[config.mk]
export PLATFORM = sky130hd
export DESIGN_NAME = mem_bus_arbiter
export DESIGN_NICKNAME = d
export VERILOG_FILES = /design/src/rtl/mem_bus_pkg.sv /design/src/rtl/rr_pick.sv /design/src/rtl/mem_bus_arbiter.sv
export SDC_FILE = /design/constraint.sdc
export NUM_CORES = 1
export LEC_CHECK = 0
export CAP_MARGIN = 15
export CORE_MARGIN = 2
export CORE_UTILIZATION = 45
export CTS_CLUSTER_SIZE = 30
export DETAILED_ROUTE_END_ITERATION = 10
export PLACE_DENSITY = 0.8
export SLEW_MARGIN = 20
export SYNTH_ARGS = -nofsm -noshare
export SYNTH_HDL_FRONTEND = slang
export SYNTH_SLANG_ARGS = --single-unit
export TNS_END_PERCENT = 100
[constraint.sdc]
create_clock -name clk -period 3.48 [get_ports clk]
set_input_delay 0.696 -clock clk [delete_from_list [all_inputs] [get_ports clk]]
set_output_delay 0.696 -clock clk [all_outputs]
set_load 0.01 [all_outputs]
[src/rtl/mem_bus_pkg.sv]
// Shared types and helpers for the tri-state memory bus arbiter.
// State encoding, default dead-cycle count and the owner-index width helper.
package mem_bus_pkg;

    // Arbiter phases: no owner, dead cycles before a grant, bus owned
    typedef enum logic [1:0] {
        ARB_IDLE = 2'd0,
        ARB_TURN = 2'd1,
        ARB_OWN  = 2'd2
    } arb_state_t;

    // Dead cycles with every buffer disabled before any new owner drives
    localparam int DEF_TURNAROUND = 1;

    // Owner index width; a single requester still gets a 1-bit index
    function automatic int idx_w(input int n);
        return (n > 1) ? $clog2(n) : 1;
    endfunction

endpackage

[src/rtl/rr_pick.sv]
// Combinational round-robin picker: first requester at or after i_ptr,
// searching circularly. o_winner is meaningless when o_any_req is low.
module rr_pick
    import mem_bus_pkg::*;
#(
    parameter int NUM_REQ = 4,
    parameter int IDX_W   = idx_w(NUM_REQ)
) (
    input  logic [NUM_REQ-1:0] i_req,
    input  logic [IDX_W-1:0]   i_ptr,
    output logic [IDX_W-1:0]   o_winner,
    output logic               o_any_req
);

    logic [NUM_REQ-1:0] w_rot;
    logic               w_found;
    int                 w_pos;
    int                 w_sum;

    assign o_any_req = |i_req;

    // Rotate requests so the priority pointer lands on bit 0, take the first
    // set bit, then map the rotated position back to an absolute index
    always_comb begin
        w_rot   = NUM_REQ'({i_req, i_req} >> i_ptr);
        w_found = 1'b0;
        w_pos   = 0;
        for (int k = 0; k < NUM_REQ; k++) begin
            if (!w_found && w_rot[0]) begin
                w_found = 1'b1;
                w_pos   = k;
            end
            w_rot = w_rot >> 1;
        end
        w_sum = int'(i_ptr) + w_pos;
        if (w_sum >= NUM_REQ) begin
            w_sum = w_sum - NUM_REQ;
        end
        o_winner = IDX_W'(w_sum);
    end

endmodule

[src/rtl/mem_bus_arbiter.sv]
// Round-robin owner selection for a shared tri-state memory data bus.
// Produces one-hot buffer enables with TURNAROUND dead cycles before every
// grant. Optional ownership time limit: define MEM_BUS_ARB_TIMEOUT_EN.
module mem_bus_arbiter
    import mem_bus_pkg::*;
#(
    parameter int NUM_REQ    = 4,
    parameter int TURNAROUND = DEF_TURNAROUND,
    parameter int MAX_HOLD   = 16,
    parameter int IDX_W      = idx_w(NUM_REQ)
) (
    input  logic               clk,
    input  logic               rst,
    input  logic [NUM_REQ-1:0] req,
    input  logic [NUM_REQ-1:0] done,
    output logic [NUM_REQ-1:0] grant,
    output logic [NUM_REQ-1:0] drive_en,
    output logic [IDX_W-1:0]   owner,
    output logic               busy,
    output logic [NUM_REQ-1:0] timeout
);

    localparam int              CNT_W     = (TURNAROUND > 1) ? $clog2(TURNAROUND) : 1;
    localparam logic [CNT_W-1:0] CNT_LOAD = CNT_W'(TURNAROUND - 1);
    localparam logic [IDX_W-1:0] LAST_IDX = IDX_W'(NUM_REQ - 1);
    localparam bit              PARAMS_OK = (NUM_REQ >= 1) && (TURNAROUND >= 1) && (MAX_HOLD >= 1);

    arb_state_t         r_state;
    arb_state_t         w_state_nxt;
    logic [CNT_W-1:0]   r_cnt;
    logic [CNT_W-1:0]   w_cnt_nxt;
    logic [IDX_W-1:0]   r_owner;
    logic [IDX_W-1:0]   w_owner_nxt;
    logic [IDX_W-1:0]   r_ptr;
    logic [IDX_W-1:0]   w_ptr_nxt;
    logic [NUM_REQ-1:0] r_grant;
    logic [NUM_REQ-1:0] w_grant_nxt;

    logic [NUM_REQ-1:0] w_owner_oh;
    logic [NUM_REQ-1:0] w_others;
    logic               w_own_req;
    logic               w_own_done;
    logic               w_forced;
    logic               w_release;
    logic [IDX_W-1:0]   w_ptr_adv;
    logic [IDX_W-1:0]   w_pick_ptr;
    logic [IDX_W-1:0]   w_winner;
    logic               w_any_req;

    // Owner-relative views of the request/done vectors
    assign w_owner_oh = NUM_REQ'(1) << r_owner;
    assign w_own_req  = |(req & w_owner_oh);
    assign w_own_done = |(done & w_owner_oh);
    assign w_others   = req & ~w_owner_oh;
    assign w_release  = w_own_done | ~w_own_req | w_forced;

    // Pointer after a release: one past the owner, wrapping to 0
    assign w_ptr_adv  = (r_owner == LAST_IDX) ? '0 : r_owner + IDX_W'(1);

    // While owning, the next winner must come from the advanced pointer so the
    // releasing owner drops to lowest priority in the same cycle
    assign w_pick_ptr = (r_state == ARB_OWN) ? w_ptr_adv : r_ptr;

    rr_pick #(
        .NUM_REQ (NUM_REQ),
        .IDX_W   (IDX_W)
    ) u_pick (
        .i_req     (req),
        .i_ptr     (w_pick_ptr),
        .o_winner  (w_winner),
        .o_any_req (w_any_req)
    );

    // Arbitration state register and its registered side data
    always_ff @(posedge clk or posedge rst) begin
        if (rst) begin
            r_state <= ARB_IDLE;
            r_cnt   <= '0;
            r_owner <= '0;
            r_ptr   <= '0;
            r_grant <= '0;
        end else begin
            r_state <= w_state_nxt;
            r_cnt   <= w_cnt_nxt;
            r_owner <= w_owner_nxt;
            r_ptr   <= w_ptr_nxt;
            r_grant <= w_grant_nxt;
        end
    end

    // Next-state decode: grant is raised on OWN entry and dropped on the same
    // edge that samples the release, so enables are never on during TURN
    always_comb begin
        w_state_nxt = r_state;
        w_cnt_nxt   = r_cnt;
        w_owner_nxt = r_owner;
        w_ptr_nxt   = r_ptr;
        w_grant_nxt = r_grant;
        case (r_state)
            ARB_IDLE: begin
                if (w_any_req) begin
                    w_state_nxt = ARB_TURN;
                    w_owner_nxt = w_winner;
                    w_cnt_nxt   = CNT_LOAD;
                end
            end
            ARB_TURN: begin
                if (r_cnt == '0) begin
                    if (w_own_req) begin
                        w_state_nxt = ARB_OWN;
                        w_grant_nxt = w_owner_oh;
                    end else begin
                        // Request withdrawn during dead time: no grant, ptr kept
                        w_state_nxt = ARB_IDLE;
                    end
                end else begin
                    w_cnt_nxt = r_cnt - CNT_W'(1);
                end
            end
            ARB_OWN: begin
                if (w_release) begin
                    w_grant_nxt = '0;
                    w_ptr_nxt   = w_ptr_adv;
                    if (|w_others) begin
                        w_state_nxt = ARB_TURN;
                        w_owner_nxt = w_winner;
                        w_cnt_nxt   = CNT_LOAD;
                    end else begin
                        w_state_nxt = ARB_IDLE;
                    end
                end
            end
            default: begin
                w_state_nxt = ARB_IDLE;
                w_grant_nxt = '0;
            end
        endcase
    end

`ifdef MEM_BUS_ARB_TIMEOUT_EN
    localparam int               HOLD_W   = $clog2(MAX_HOLD) + 1;
    localparam logic [HOLD_W-1:0] HOLD_LIM = HOLD_W'(MAX_HOLD - 1);

    logic [HOLD_W-1:0]  r_hold;
    logic [NUM_REQ-1:0] r_timeout;

    assign w_forced = (r_state == ARB_OWN) && (r_hold == HOLD_LIM);

    // Cycles spent owning; zero outside OWN so every ownership starts at 0
    always_ff @(posedge clk or posedge rst) begin
        if (rst) begin
            r_hold <= '0;
        end else if (r_state == ARB_OWN && !w_release) begin
            r_hold <= r_hold + HOLD_W'(1);
        end else begin
            r_hold <= '0;
        end
    end

    // One-cycle pulse aligned with the grant drop, only when the limit alone
    // caused the release
    always_ff @(posedge clk or posedge rst) begin
        if (rst) begin
            r_timeout <= '0;
        end else if (w_forced && w_own_req && !w_own_done) begin
            r_timeout <= w_owner_oh;
        end else begin
            r_timeout <= '0;
        end
    end

    assign timeout = r_timeout;
`else
    assign w_forced = 1'b0;
    assign timeout  = '0;
`endif

    assign grant    = r_grant;
    // Buffers must go quiet the instant reset is seen, not at the next edge
    assign drive_en = rst ? '0 : r_grant;
    assign owner    = r_owner;
    assign busy     = (r_state != ARB_IDLE);

    // Bus contention guards
    a_params_ok: assert property (@(posedge clk) PARAMS_OK);
    a_onehot:    assert property (@(posedge clk) disable iff (rst) $onehot0(drive_en));
    a_turn_dead: assert property (@(posedge clk) disable iff (rst)
                                  (r_state == ARB_TURN) |-> (drive_en == '0));

endmodule

Yosys cells after proc, flatten, opt, wreduce, memory -nomap -nowiden
Cells that the tools add are included.
- memories kept: 0
- memory bits (read-only): 0
- bits in writable memories: 0
- bits in latches: 0
- input bits: 10
- output and inout port bits: 15
- register bits: 11
- word-level logic and storage cells: 75
- add/sub/neg operators: 4
- eq/ne operators: 8
- order comparisons: 1
- divide/modulo/power cells: 0
- bitwise gates (word level): 7
- shifts and indexed selects: 2
- reductions and logical operators: 19
- multiplexer cells: 29
- $mul: 0
- operators with widths (operator ; number):
    $mux W32 ; 2
    $add A3 B32 Y32 ; 1
    $ge A32 B4 Y1 const B ; 1
    $mux W2 ; 10
    $mux W4 ; 4
    $reduce_or A4 Y1 ; 4
    $and A4 B4 Y4 ; 3
    $pmux W4 S3 ; 1
    $reduce_and A4 Y1 ; 3
    $mux W1 ; 9
    $shr A8 B2 Y4 ; 1
    $ne A2 B2 Y1 const B ; 3
    $pmux W2 S3 ; 1
    $eq A2 B2 Y1 const B ; 2
    $ne A2 B1 Y1 const B ; 2
    $not A4 Y4 ; 1
    $pmux W2 S2 ; 1
    $reduce_bool A2 Y1 ; 2
    $shl A1 B2 Y4 const A ; 1
    $logic_and A1 B1 Y1 ; 3
    $logic_not A1 Y1 ; 3
    $pmux W1 S3 ; 1
    $reduce_and A3 Y1 ; 1
    $reduce_bool A3 Y1 ; 1
    8 further kinds ; 9

Depth between registers and ports, before layout
Gate-level depths: netlist (run 1).
- word-level depth: 20
- mapped depth: 11
- mapped depth without buffers: 11

Modules after synthesis
From an unflattened synthesis (run 1), not the netlist that was laid out.
- cell total of the unflattened synthesis: 92
- area, all modules: 869.6 um2
- by module, submodules not included (module ; area an instance (um2) ; instances ; seq. area each (um2) ; cells an instance):
    mem_bus_arbiter ; 679.4 ; 1 ; 250.2 ; 64
    rr_pick ; 190.2 ; 1 ; 0.0 ; 28

Least setup slack after synthesis (run 1)
No wires, ideal clock.
- path kind: reg-to-reg
- from: register r_owner[0] (netlist: owner[0])
- to: register r_owner[1] (netlist: owner[1])
- path buffers: 0
- period minus slack after synthesis: 2496 ps
- required time: 3393 ps
- arrival: 2410 ps
- stages on the path, launching flop included: 12
- library setup time: 87 ps
- setup slack: 984 ps
- path through: dfrtp_1 > inv_1 > ha_1 > mux2_2 > o21ai_1 > a21oi_1 > nor3_1 > a21oi_1 > ha_1 > xnor2_1 > or4b_1 > o211ai_1
- cells in the longest elaborated chain, start to end: 20
- elaborated cells on any way between the ends: 38
- those cells by class: 3 x add/sub; 1 x order compare; 3 x eq/ne; 2 x shift; 13 x mux; 6 x bitwise; 10 x reduce/logical
- RTL lines (what ; line ; text):
    start, declared ; mem_bus_arbiter.sv:32 ; logic [IDX_W-1:0] r_owner;
    start signal, assigned ; mem_bus_arbiter.sv:85 ; r_owner <= w_owner_nxt;
    $add A2 B1 Y2 / $eq A2 B2 Y1 (equally long branches) ; mem_bus_arbiter.sv:58 ; assign w_ptr_adv = (r_owner == LAST_IDX) ? '0 : r_owner + IDX_W'(1);
    $mux W2 * ; mem_bus_arbiter.sv:58 ;
    named net w_ptr_adv[1] ; mem_bus_arbiter.sv:45 ; logic [IDX_W-1:0] w_ptr_adv;
    $mux W2 * ; mem_bus_arbiter.sv:62 ; assign w_pick_ptr = (r_state == ARB_OWN) ? w_ptr_adv : r_ptr;
    $shr A8 B2 Y4 ; rr_pick.sv:25 ; w_rot = NUM_REQ'({i_req, i_req} >> i_ptr);
    $mux W1 ; rr_pick.sv:29 ; if (!w_found && w_rot[0]) begin
    $logic_not A1 Y1 ; rr_pick.sv:29 ;
    $logic_and A1 B1 Y1 ; rr_pick.sv:29 ;
    [... 5 more ...] ; - ;
    $logic_and A1 B1 Y1 ; rr_pick.sv:29 ;
    $mux W32 ; rr_pick.sv:29 ;
    $add A3 B32 Y32 * ; rr_pick.sv:35 ; w_sum = int'(i_ptr) + w_pos;
    $ge A32 B4 Y1 / $sub A2 B1 Y2 (equally long branches) ; rr_pick.sv:36, rr_pick.sv:37 ;
    $mux W2 * ; rr_pick.sv:36 ; if (w_sum >= NUM_REQ) begin
    $mux W2 ; mem_bus_arbiter.sv:124 ; if (|w_others) begin
    $mux W2 ; mem_bus_arbiter.sv:121 ; if (w_release) begin
    $pmux W2 S2 * ; mem_bus_arbiter.sv:99 ; case (r_state)
The timed path passes the listed nets; every way through them passes the cells marked *. The select of a mux whose other input is x is not followed.
A chain may end at the register's enable or synchronous reset.

Final worst setup path (run 1)
Ends and elaborated chain as after synthesis.

==> flow_summary.ini, run 1 <==
[global_routing]
grt_pass1_wl_um = 3256
antenna_found_initial = 0
grtUsageTotal_pct = 21.95
grt-ovfl-total = 0
grt_max_degree = 11
grt_pass1_vias = 755

[run]
maxCapViolations = 0

[clock_tree]
tritoncts = built
cts_buffers = 3
cts.sinks = 10
post_cts_buffers = 0
cts_max_path_buffers = 2
clk_latency_ns = 0.27
clkTransAtPathRegs_ns = 0.06
cts-hold-fix-buffers = 0
post_cts_resized = 0
h-tree-depth = 1
ctsRootBufferMaster = clkbuf_4

[layout]
final_cell_mix = clkdlybuf4s50_1 (20), nor2_1 (11), inv_1 (11), nand2_1 (10), dfrtp_1 (10)
nets = 137
nFillCells = 161
final_cells = 145
drive_above_1_share_pct = 8.333
fin_area_mm2 = 0.001046
areaGrowthSynthToFinish_pct = 28.42
num_antenna_cells = 0
layout_commonest_cell = clkdlybuf4s50_1

[hold_path]
whs_path_depth = 1
hold_class = reg -> reg

[setup_path]
critPathMaxStageDelay_ns = 0.46
path_class = reg -> reg
cp.required_ns = 3.67
cp_cell_sequence = inv_1, ha_1, mux2_2, o21ai_1, a21oi_1, nor3_1, a21oi_1, ha_1, xnor2_1, or4b_1, o211ai_1
cp.arrival_ns = 2.83
critPathCaptureType = flop
cp_slowest_cell = or4b_1
cp_max_fo = 8
start_kind = flop
ff2ff_path_depth = 11

[synth]
synth.ff_latch_count = 10
ys_seq_area_share_pct = 30.72
avgSynthCellArea_um2 = 8.312
yosysUniqueCellTypes = 34
syn_inst = 98
ys_warn_count = 0
synth_area_um2 = 814.5

[sta]
grt_setup_unrepaired = false
slew_violations = 0
setup_tns_ns = 0
final-hold-violation-count = 0
min_period_over_period_pct = 75.87
finalSetupViolations = 0
clock_skew_ns = 0.005690
setup_ws_ns = 0.8396
period_needed_ns = 2.640
timing.fmax_mhz = 378.7

[routing]
wl_per_cell_um = 13.34
drtIter0Drc = 21
routed_wl_um = 1934
ant_nets = 0
vias = 789
dr.pass1.iters = 4
drc = 0
viasPerCell = 5.441

[run_status]
status = complete, no violations

[placement]
preCtsSetupSlack_ns = 0.6460
routabilityCongestion = 0.8917
placed_area_mm2 = 0.001023
dp.cells = 142
dp_hpwl_um = 1546
io_buffers = 20

[floorplanning]
die_w_um = 46.55
num_rows = 15
start_util_pct = 47.69
core-area_mm2 = 0.001708
pin_count = 25
dieArea_mm2 = 0.002166
die_y_um = 46.55

[power]
p_leak_nw = 0.4469
power.density_mw_per_mm2 = 828.4
finalPower_uw = 866.5
ir_drop_mv = 0.5006
-- cell usage after synthesis --
master | instances | area [um^2]
nor2b_4 | 1 | 13.76
dfrtp_1 | 10 | 250.2
inv_2 | 1 | 3.750
o21ai_1 | 2 | 10.01
a211oi_1 | 2 | 15.01
nand2_1 | 10 | 37.54
or4_4 | 1 | 11.26
nand4_1 | 1 | 6.260
buf_4 | 4 | 30.03
xnor2_1 | 1 | 8.760
mux2_2 | 1 | 11.26
nor3_1 | 2 | 10.01
mux2i_2 | 1 | 13.76
mux2i_1 | 1 | 10.01
or2_2 | 1 | 6.260
inv_1 | 11 | 41.29
o211ai_1 | 2 | 15.01
nor4_1 | 4 | 25.02
and2b_1 | 1 | 7.510
a41oi_1 | 1 | 8.760
mux2_1 | 2 | 22.52
or4b_1 | 1 | 10.01
a21oi_1 | 4 | 20.02
nor2_1 | 11 | 41.29
buf_6 | 1 | 11.26
o21ai_0 | 2 | 10.01
a22o_1 | 1 | 8.760
o22ai_1 | 2 | 12.51
nand3_1 | 2 | 10.01
and4_1 | 1 | 8.760
a31o_1 | 4 | 35.03
conb_1 | 1 | 3.750
ha_1 | 5 | 62.56
a22oi_1 | 3 | 22.52
-- power by group --
group	leakage [nW]	internal [mW]	switching, mW	total [mW]
Clock	0.0138	0.0400	0.0398	0.0798
Combinational	0.305	0.271	0.297	0.568
Sequential	0.128	0.170	0.0487	0.219
Total	0.447	0.481	0.385	0.866
-- flip-flops by register name (all words and copies together) (netlist names) --
signal	cells
grant	4
owner	2
r_ptr	2
r_state	2
-- worst paths after layout --
kind / startpoint / endpoint / slack [ns]
max reg2reg: owner[0] / owner[1] / 0.84
min in group asynchronous: rst / grant[2] / 0.82
min: r_ptr[0] / r_ptr[0] / 0.52
max: owner[0] / owner[1] / 0.84
max in group asynchronous: rst / grant[1] / 2.37
min reg2reg: r_ptr[0] / r_ptr[0] / 0.52
-- critical path, delay by kind of cell, from the launching register on --
kind / cells / cell delay [ns]
adder cells (fa/ha/maj): 2 / 0.53
AND/OR/NAND/NOR: 2 / 0.64
multiplexers: 1 / 0.36
buffers and inverters: 1 / 0.10
AO/OA/AOI/OAI: 4 / 0.39
flip-flops: 1 / 0.41
XOR/XNOR: 1 / 0.13
-- layout make-up --
type,count,area [um^2],share of cell area (%)
Tap cell,25,31.28,2.990
Inverter,12,45.04,4.306
Clock buffer,3,22.52,2.153
Sequential cell,10,250.2,23.92
Multi-Input combinational cell,74,489.2,46.77
Timing Repair Buffer,21,207.7,19.86
-- metal layers --
metal	wire [um]	GRT usage [%]	part of all wire, %
met1	808	24.58	42
met2	954	39.17	49
met3	109	2.353	5.6
met4	61	13.14	3.2
met5	0	0	0
-- cell families (layout without fill, tap and decap cells) --
family	count (synthesis)	count (layout)	share of synthesized area (%)
and+or+nand+nor	36	36	23.04
AOI/OAI and AO/OA	23	23	19.35
buffers and inverters	17	36	10.60
DFF	10	10	30.72
adders and majority gates	5	5	7.680
muxes	5	5	7.065
other	1	4	0.4604
xor gates and xnor gates	1	1	1.075
-- per-stage QoR --
stage                     hold slack (ns)  util, %
after detailed placement           0.5086    59.93
after floorplan                    0.4821        -
after global routing               0.5599    61.25
after global placement             0.5026    59.93
after CTS                          0.5236    61.25
final                              0.5167    61.25
(Power assumes the default switching activity.)
==> run 2: changes to the inputs <==
- CORE_ASPECT_RATIO: unset -> 1.5
- CORE_UTILIZATION: 45 -> 41
- PLACE_DENSITY: 0.8 -> 0.77
- clock period: 3.48 -> 2.3 ns (I/O delays scaled with it)
==> run 2 against run 1 <==
Effect of this change: the flow now finishes with violations (setup timing); final area grew 18%; largest power group unchanged; sequential share of layout area shrank 3.5 points; register-to-register slack lost 0.90 ns.
==> flow_summary.ini, run 2 (synthesized netlist as in run 1, its figures left out) <==
[floorplanning]
die_y_um = 58.59
core-area_mm2 = 0.001854
dieArea_mm2 = 0.002366
pin_count = 25
num_rows = 19
die_w_um = 40.39
start_util_pct = 43.93

[clock_tree]
clk_latency_ns = 0.27
h-tree-depth = 1
cts-hold-fix-buffers = 0
cts.sinks = 10
cts_max_path_buffers = 2
cts_buffers = 3
ctsRootBufferMaster = clkbuf_4
clkTransAtPathRegs_ns = 0.07
tritoncts = built

[power]
ir_drop_mv = 0.6648
power.density_mw_per_mm2 = 1306
p_leak_nw = 0.5467

[sta]
timing.fmax_mhz = 423.3
period_needed_ns = 2.362
grt_setup_unrepaired = true
setup_ws_ns = -0.06218
clock_skew_ns = 0.007004
final-hold-violation-count = 0
setup_tns_ns = -0.06218
min_period_over_period_pct = 102.7
slew_violations = 0
finalSetupViolations = 1

[run_status]
failed_checks = setup timing
status = finished with violations

[routing]
vias = 881
dr.pass1.iters = 4
wl_per_cell_um = 13.49
drc = 0
drtIter0Drc = 26
viasPerCell = 5.438
ant_nets = 0
routed_wl_um = 2185

[placement]
dp_hpwl_um = 1715
routabilityCongestion = 0.9001
dp.cells = 156
io_buffers = 20

[setup_path]
critPathCaptureType = flop
regToRegSetupSlack_ns = -0.06
cp.required_ns = 2.49
cp_slowest_cell = or4b_1
crit_family = simple AND/OR/NAND/NOR gates
cp_cell_sequence = inv_2, ha_4, mux2_4, o21ai_2, a21oi_2, nor3_1, a21oi_1, ha_2, xnor2_1, or4b_1, o211ai_1
cp.buffers_inverters = 1
path_class = reg -> reg
cp_max_fo = 4
start_kind = flop
critPathMaxStageDelay_ns = 0.46
cp.arrival_ns = 2.55

[global_routing]
grt_pass1_wl_um = 3456
grt-ovfl-total = 0
antenna_found_initial = 0
grt_max_degree = 11
grtUsageTotal_pct = 21.13
grt_pass1_vias = 876

[layout]
drive_above_1_share_pct = 28.37
final_cells = 162
postLayoutCoreUtil_pct = 66.46
largest_register_ffs = 4
nets = 157
layout_commonest_cell = buf_4
areaGrowthSynthToFinish_pct = 51.31
final_cell_mix = buf_4 (21), clkdlybuf4s50_1 (20), nand2_1 (10)
num_antenna_cells = 0

[run]
maxCapViolations = 0

[hold_path]
hold_class = reg -> reg
==> run 2: cell types whose count changed in the layout (fill, tap and decap cells not counted), sizes merged <==
cell and delta:
buf +20, clkbuf +1
==> run 2: repair_timing <==
action / 4_1_cts / 5_1_grt
setup buffers: 1 / 1
gates resized for setup: 3 / 2
hold endpoints to repair: 0 / 0
endpoints found under the setup margin: 1 / 1
pin swaps: 2 / 0
==> run 2: routing by layer <==
layer	track usage (%)	part of all wire, %
met1	19.47	35
met2	39.68	57
met3	2.264	5.0
met4	12.86	3.6
met5	0	0
==> run 2: report_power, final <==
group / leakage, nW / total, mW / internal, mW / switching [mW]
logic: 0.405 / 1.16 / 0.622 / 0.537
registers: 0.127 / 0.322 / 0.260 / 0.0625
clock network: 0.0150 / 0.128 / 0.0671 / 0.0614
total: 0.547 / 1.61 / 0.949 / 0.660
==> run 2: layout make-up <==
cell class | count | area (um^2)
clock buffers | 4 | 26.28
fillers | 167 | 621.8
inverters | 12 | 45.04
multi-input cells | 74 | 525.5
flip-flops and latches | 10 | 251.5
well taps | 21 | 26.28
repair buffers | 41 | 357.8
==> run 2: path summary, 6_finish.rpt <==
path                       startpoint       end  depth (start not counted)
max                          owner[0]  owner[1]                         11
min                          r_ptr[0]  r_ptr[0]                          1
max reg2reg                  owner[0]  owner[1]                         11
min reg2reg                  r_ptr[0]  r_ptr[0]                          1
max in group asynchronous         rst  owner[0]                          2
min in group asynchronous         rst  grant[2]                          2
==> run 2: per-stage QoR <==
stage	setup WS, ns	area [um^2]	total power, mW	hold slack, ns
6_report	-0.06218	1232	1.609	0.5236
5_1_grt	-0.1580	1232	1.743	0.5485
4_1_cts	-0.04337	1219	1.583	0.5190
3_5_place_dp	-0.1972	1174	1.425	0.5074
3_3_place_gp	-0.1591	1174	1.407	0.4981
2_1_floorplan	-0.04225	845.8	0.9369	0.3001
==> run 2: worst reg2reg max path, cell delays in order (launching register included) <==
cell and delay (ns):
dfrtp_2 0.44, inv_2 0.09, ha_4 0.21, mux2_4 0.28, o21ai_2 0.14, a21oi_2 0.07
nor3_1 0.14, a21oi_1 0.07, ha_2 0.18, xnor2_1 0.13, or4b_1 0.46, o211ai_1 0.09
